File: src/rtl/cpu_types_pkg.sv
// ----------------------------------------------------------------------------
// cpu_types_pkg
//   Shared CPU types. Holds the instruction-cache FSM state type, the frame
//   layout, and the default cache geometry.
//   No ports (package).
// ----------------------------------------------------------------------------
package cpu_types_pkg;

   localparam int unsigned WORD_W         = 32;
   localparam int unsigned ICACHE_SETS    = 16;
   localparam int unsigned ICACHE_INDEX_W = 4;

   typedef logic [WORD_W-1:0] word_t;

   typedef enum logic {
      IDLE  = 1'b0,
      FETCH = 1'b1
   } icache_state_t;

   // One cache frame at the default geometry (tag excludes index and byte offset).
   typedef struct packed {
      logic                               valid;
      logic [WORD_W-ICACHE_INDEX_W-3:0]   tag;
      word_t                              data;
   } icache_frame_t;

endpackage

File: src/rtl/icache_mem_if.sv
// ----------------------------------------------------------------------------
// icache_mem_if
//   Instruction port between the icache and the memory controller.
//   iREN  : cache -> mem, read request
//   iaddr : cache -> mem, read address
//   iwait : mem -> cache, busy; iload valid when iREN=1 and iwait=0
//   iload : mem -> cache, read data
// ----------------------------------------------------------------------------
interface icache_mem_if #(
   parameter int unsigned WORD_W = 32
);
   logic              iREN;
   logic [WORD_W-1:0] iaddr;
   logic              iwait;
   logic [WORD_W-1:0] iload;

   modport cache (output iREN, output iaddr, input iwait, input iload);
   modport mem   (input iREN, input iaddr, output iwait, output iload);
endinterface

File: src/rtl/icache_array.sv
// ----------------------------------------------------------------------------
// icache_array
//   Frame storage for the direct-mapped icache: valid bit, tag and data word
//   per set. Combinational read port, one synchronous write port, and a
//   synchronous clear-all of the valid bits. Tag and data are not reset.
//   clk_i     : clock
//   clr_i     : clear every valid bit (priority over write)
//   we_i      : write frame windex_i with valid=1, wtag_i, wdata_i
//   rindex_i  : read index; rvalid_o/rtag_o/rdata_o are the frame contents
// ----------------------------------------------------------------------------
module icache_array #(
   parameter int unsigned SETS    = 16,
   parameter int unsigned INDEX_W = 4,
   parameter int unsigned TAG_W   = 26,
   parameter int unsigned DATA_W  = 32
) (
   input  logic               clk_i,
   input  logic               clr_i,
   input  logic               we_i,
   input  logic [INDEX_W-1:0] windex_i,
   input  logic [TAG_W-1:0]   wtag_i,
   input  logic [DATA_W-1:0]  wdata_i,
   input  logic [INDEX_W-1:0] rindex_i,
   output logic               rvalid_o,
   output logic [TAG_W-1:0]   rtag_o,
   output logic [DATA_W-1:0]  rdata_o
);

   logic [SETS-1:0]   valid_q;
   logic [TAG_W-1:0]  tag_q  [SETS];
   logic [DATA_W-1:0] data_q [SETS];

   always_ff @(posedge clk_i) begin
      if (clr_i) begin
         valid_q <= '0;
      end else if (we_i) begin
         valid_q[windex_i] <= 1'b1;
      end
   end

   always_ff @(posedge clk_i) begin
      if (we_i) begin
         tag_q[windex_i]  <= wtag_i;
         data_q[windex_i] <= wdata_i;
      end
   end

   assign rvalid_o = valid_q[rindex_i];
   assign rtag_o   = tag_q[rindex_i];
   assign rdata_o  = data_q[rindex_i];

endmodule

File: src/rtl/icache_direct.sv
// ----------------------------------------------------------------------------
// icache_direct
//   Direct-mapped, one-word-block instruction cache. Hits are served in the
//   same cycle; a miss latches the address, fetches one word from memory,
//   fills the frame and then serves the request from IDLE.
//   CLK, RST            : clock, synchronous active-high reset
//   flush               : invalidate all frames; aborts a fetch in progress
//   imemREN, imemaddr   : datapath instruction request
//   ihit, imemload      : instruction valid / word (0 when ihit=0)
//   iREN, iaddr         : memory read request / address (0 outside FETCH)
//   iwait, iload        : memory busy / read data
// ----------------------------------------------------------------------------
module icache_direct #(
   parameter int unsigned SETS   = 16,
   parameter int unsigned WORD_W = 32
) (
   input  logic              CLK,
   input  logic              RST,
   input  logic              flush,
   input  logic              imemREN,
   input  logic [WORD_W-1:0] imemaddr,
   output logic              ihit,
   output logic [WORD_W-1:0] imemload,
   output logic              iREN,
   output logic [WORD_W-1:0] iaddr,
   input  logic              iwait,
   input  logic [WORD_W-1:0] iload
);

   import cpu_types_pkg::*;

   localparam int unsigned INDEX_W = $clog2(SETS);
   localparam int unsigned TAG_W   = WORD_W - INDEX_W - 2;

   icache_mem_if #(.WORD_W(WORD_W)) mem_if ();

   icache_state_t     state_q, state_d;
   logic [WORD_W-1:0] maddr_q, maddr_d;

   logic [INDEX_W-1:0] req_index;
   logic [TAG_W-1:0]   req_tag;
   logic               fr_valid;
   logic [TAG_W-1:0]   fr_tag;
   logic [WORD_W-1:0]  fr_data;
   logic               lookup_hit;
   logic               fill;

   assign req_index = imemaddr[INDEX_W+1:2];
   assign req_tag   = imemaddr[WORD_W-1:INDEX_W+2];

   assign mem_if.iwait = iwait;
   assign mem_if.iload = iload;

   // Flush and reset both win over a fill completing in the same cycle.
   assign fill = (state_q == FETCH) && !mem_if.iwait && !flush && !RST;

   icache_array #(
      .SETS    (SETS),
      .INDEX_W (INDEX_W),
      .TAG_W   (TAG_W),
      .DATA_W  (WORD_W)
   ) u_array (
      .clk_i    (CLK),
      .clr_i    (RST | flush),
      .we_i     (fill),
      .windex_i (maddr_q[INDEX_W+1:2]),
      .wtag_i   (maddr_q[WORD_W-1:INDEX_W+2]),
      .wdata_i  (mem_if.iload),
      .rindex_i (req_index),
      .rvalid_o (fr_valid),
      .rtag_o   (fr_tag),
      .rdata_o  (fr_data)
   );

   // Hits only in IDLE; a flush in the same cycle still sees pre-flush contents.
   assign lookup_hit = !RST && (state_q == IDLE) && imemREN && fr_valid &&
                       (fr_tag == req_tag);

   always_comb begin
      state_d = state_q;
      maddr_d = maddr_q;
      unique case (state_q)
         IDLE: begin
            if (imemREN && !lookup_hit) begin
               state_d = FETCH;
               maddr_d = imemaddr;
            end
         end
         FETCH: begin
            if (flush || !mem_if.iwait) begin
               state_d = IDLE;
            end
         end
         default: state_d = IDLE;
      endcase
   end

   always_ff @(posedge CLK) begin
      if (RST) begin
         state_q <= IDLE;
         maddr_q <= '0;
      end else begin
         state_q <= state_d;
         maddr_q <= maddr_d;
      end
   end

   assign mem_if.iREN  = (state_q == FETCH) && !RST;
   assign mem_if.iaddr = mem_if.iREN ? maddr_q : '0;

   assign iREN     = mem_if.iREN;
   assign iaddr    = mem_if.iaddr;
   assign ihit     = lookup_hit;
   assign imemload = lookup_hit ? fr_data : '0;

endmodule

File: config.mk
export PLATFORM = sky130hd
export DESIGN_NAME = icache_direct
export DESIGN_NICKNAME = d
export VERILOG_FILES = /design/src/rtl/cpu_types_pkg.sv /design/src/rtl/icache_mem_if.sv /design/src/rtl/icache_array.sv /design/src/rtl/icache_direct.sv
export SDC_FILE = /design/constraint.sdc
export NUM_CORES = 1
export LEC_CHECK = 0
export ABC_AREA = 1
export CELL_PAD_IN_SITES_DETAIL_PLACEMENT = 1
export CELL_PAD_IN_SITES_GLOBAL_PLACEMENT = 2
export CORE_ASPECT_RATIO = 1.75
export CORE_MARGIN = 10
export CORE_UTILIZATION = 38
export CTS_CLUSTER_DIAMETER = 200
export DETAILED_ROUTE_END_ITERATION = 12
export HOLD_SLACK_MARGIN = 0.05
export PLACE_DENSITY_LB_ADDON = 0.25
export SLEW_MARGIN = 20
export SYNTH_ARGS = -nofsm -noshare
export SYNTH_HDL_FRONTEND = slang
export SYNTH_SLANG_ARGS = --single-unit
export TNS_END_PERCENT = 1
File: constraint.sdc
create_clock -name CLK -period 4.4 [get_ports CLK]
set_clock_uncertainty 0.1 [all_clocks]
set_input_delay 0.66 -clock CLK [delete_from_list [all_inputs] [get_ports CLK]]
set_output_delay 0.66 -clock CLK [all_outputs]
set_load 0.01 [all_outputs]
==> run metrics <==
Finished Cell Area=about 0.047 mm²; DP Wirelength=73.5 mm; Hold EP=u_array.valid_q[9]; detailed-route DRC error count=0; GRT overflow=0; CTS Buffer Depth=3; DR WL met2=between 60 and 70 mm; result of the run=finished with violations; top cell type's share of synthesized area=0.694; DIE HEIGHT=between 400 and 500 µm; I/O pins=135; RSZ-0062 raised after global routing=true; share of cells above drive strength 1=0.0929; port bufs=134; Synth async-reset ratio=0; crit path kind=input port to output pin; CORE AREA=between 0.1 and 0.15 mm²; wire per inst=about 25 µm; remaining antenna violation count=0; crit start category=input port; cell taking the most area after synthesis=edfxtp_1; Max Transition Viols Final=0; cell repeated most along the worst path=nand2_1; Layout area overhead=18.2%; final worst slack=-0.0497 ns; Setup-failing EPs final=4; Synth Area per Inst=about 11 µm²; max layer used=met5; vias in the first global route=29,000; peak supply drop=roughly 340 µV; CP cell instances=clkbuf_8 > clkinv_8 > buf_12 > buf_4 > nor2_1 > nand2_1 > nand3_1 > nand2_1 > nand2_1 > nand3_1 > nor2_1 > nand2_1 > nor2_2 > nand3_2 > buf_12 > nor4_2 > clkdlybuf4s50_1; syn_nets=roughly 3,600; fin cells=5,117; Max Freq=around 220 MHz; Critical Path Max Stage Delay=0.63 ns; Slew @ Worst Pin=0.841 ns; critical path's slowest cell=clkdlybuf4s50_1; GRT Util Overall=0.216; period utilization=1.01; critical path capture point type=output pin; Root Buffer=clkbuf_16; Iter 0 DRT Violations=around 2,000; Hold Startpoint=u_array.valid_q[9]; Post-Syn Area=between 0.04 and 0.05 mm²; failing checks=setup timing; pwr dens=between 400 and 500 mW/mm²; CTS tree=yes; R2R Path Start=u_array.tag_q[13][5]; DIE AREA=between 0.1 and 0.15 mm²; Lkg Pwr=between 0.015 and 0.02 µW; top-count cell post-synth=nand2_1; path depth of the worst reg2reg path=19; WL met1=between 50 and 60 mm; Cell Rows=between 150 and 200; Post-Syn Instances=about 3,500; CP Data Required Time=between 3 and 4 ns; Die W=around 270 µm; final hold violations=0; Synth Register Bits=977; Post-synth EDFFs=between 900 and 1,000; Synth area leaders=edfxtp_1, nand2_1, nand3_1; Worst Hold Class=register to register; Tmin final=4.45 ns; post-synthesis cell type count=32; register clock-pin slew on the reported worst setup and hold paths=roughly 0.070 ns; Setup TNS=-0.0635 ns; drt pass-1 iters=5; Vias/cell=around 5.4; Seq/Total Area, Yosys=0.718; Routed WL=~130 mm; met3 WL=4.96 mm; nets=~3,800; relative slew slack=0.439; Main synth FF type=edfxtp_1; setup slack, reg-to-reg=about 1.1 ns; post-placement cell count=about 5,000; H-tree depth=3; CP arrival=around 3.7 ns; Ys Warns=0; gp weighted congestion=between 0.7 and 0.8; post-CTS setup repair buffer count=0; Initial Util=0.383; Via Count=27,800; CP max FO=34; Clock Latency Late Sink=roughly 0.7 ns; dpl cell area=between 0.04 and 0.05 mm²; CTS Sinks=977; largest net degree at the start of global routing=81; RR Endpoint=maddr_q[7]; delay-heaviest family, CP=buffers and inverters; worst hold stages=2; initial antenna violation count=5; ant diodes=0; MaxCap Viol Count=0; Num CTS Buffers=around 90; WP buf/inv=6; most frequent cells after synthesis=nand2_1, edfxtp_1, nand3_1, inv_1, nor2_1; global-route wire length before repair=about 190 mm
==> worst register-to-register path: cells and delay by family, from the launching register on <==
kind	cells	cell delay [ns]
and+or+nand+nor	14	1.89
buffers and inverters	5	0.91
DFF	1	0.37
==> per-layer routing <==
layer  vias to the layer above  global-route usage
li1                      12600                   -
met1                     14400               0.267
met2                       555               0.388
met3                       162              0.0263
met4                        10              0.0630
met5                         -                   0
==> state kept, by name, summed over array words and instances (netlist names) <==
signal,cells
state_q,1
u_array.tag_q,416
u_array.valid_q,16
u_array.data_q,512
maddr_q,32
==> stage by stage <==
| step | util | power [µW] | hold WS, ns | setup slack, ns |
|---|---|---|---|---|
| after floorplan | - | 11200 | 0.340 | 0.0986 |
| after global placement | 0.422 | 11800 | 0.348 | -0.440 |
| after detailed placement | 0.422 | 11800 | 0.358 | -0.490 |
| after CTS | 0.451 | 19700 | 0.373 | -0.0632 |
| after global routing | 0.453 | 20200 | 0.396 | -0.208 |
| final | 0.453 | 19600 | 0.369 | -0.0497 |
==> layout make-up <==
cell class	instances	area [µm²]
Timing Repair Buffer	301	3260
Multi-Input combinational cell	2063	9760
Clock buffer	117	2410
Sequential cell	977	28800
Tap cell	1351	1690
Clock inverter	49	498
Inverter	259	1010
Fill cell	11100	57400
==> worst max path at each step <==
stage	from	end	slack (ns)	depth (start not counted)
6_report	imemaddr[3]	imemload[25]	-0.05	17
5_1_grt	imemaddr[2]	imemload[25]	-0.21	17
4_1_cts	imemaddr[2]	imemload[9]	-0.06	19
3_5_place_dp	imemaddr[2]	imemload[6]	-0.49	16
3_3_place_gp	imemaddr[2]	imemload[6]	-0.44	16
2_1_floorplan	RST	u_array.data_q[12][0]	0.1	5
==> power breakdown <==
| group | switching [µW] | internal (µW) |
|---|---|---|
| clock | 3600 | 4320 |
| sequential | 91.7 | 10200 |
| combinational | 891 | 429 |
| total | 4580 | 15000 |
==> cell families after synthesis <==
| group | share of synthesized area |
|---|---|
| flip-flops | 0.718 |
| buffers and inverters | 0.0492 |
| AND/OR/NAND/NOR | 0.168 |
| AO/OA/AOI/OAI | 0.0649 |
==> cell usage in the layout, fill, tap and decap left out, drive strengths merged, types with 3 or more instances in the layout <==
cell           synthesis  layout
nand2                986     986
edfxtp               928     928
nand3                329     329
inv                  258     261
nor2                 257     257
a21oi                235     235
buf                  113     170
clkdlybuf4s50          0     127
clkbuf               103     118
a221oi                94      94
dfxtp                 49      49
o21ai                 41      41
nor3                  38      38
clkinv                 1      37
nor4                  32      32
a311oi                20      20
o211ai                15      15
bufinv                 0       7
a221o                  5       5
a31oi                  5       5
clkinvlp               0       3
==> timing repair <==
action,in CTS,in global routing
gates resized for setup,29,19
hold buffers,0,0
pin swaps,0,1
endpoints found under the setup margin,20,31
Note: power is estimated with default switching activity, not from simulation.
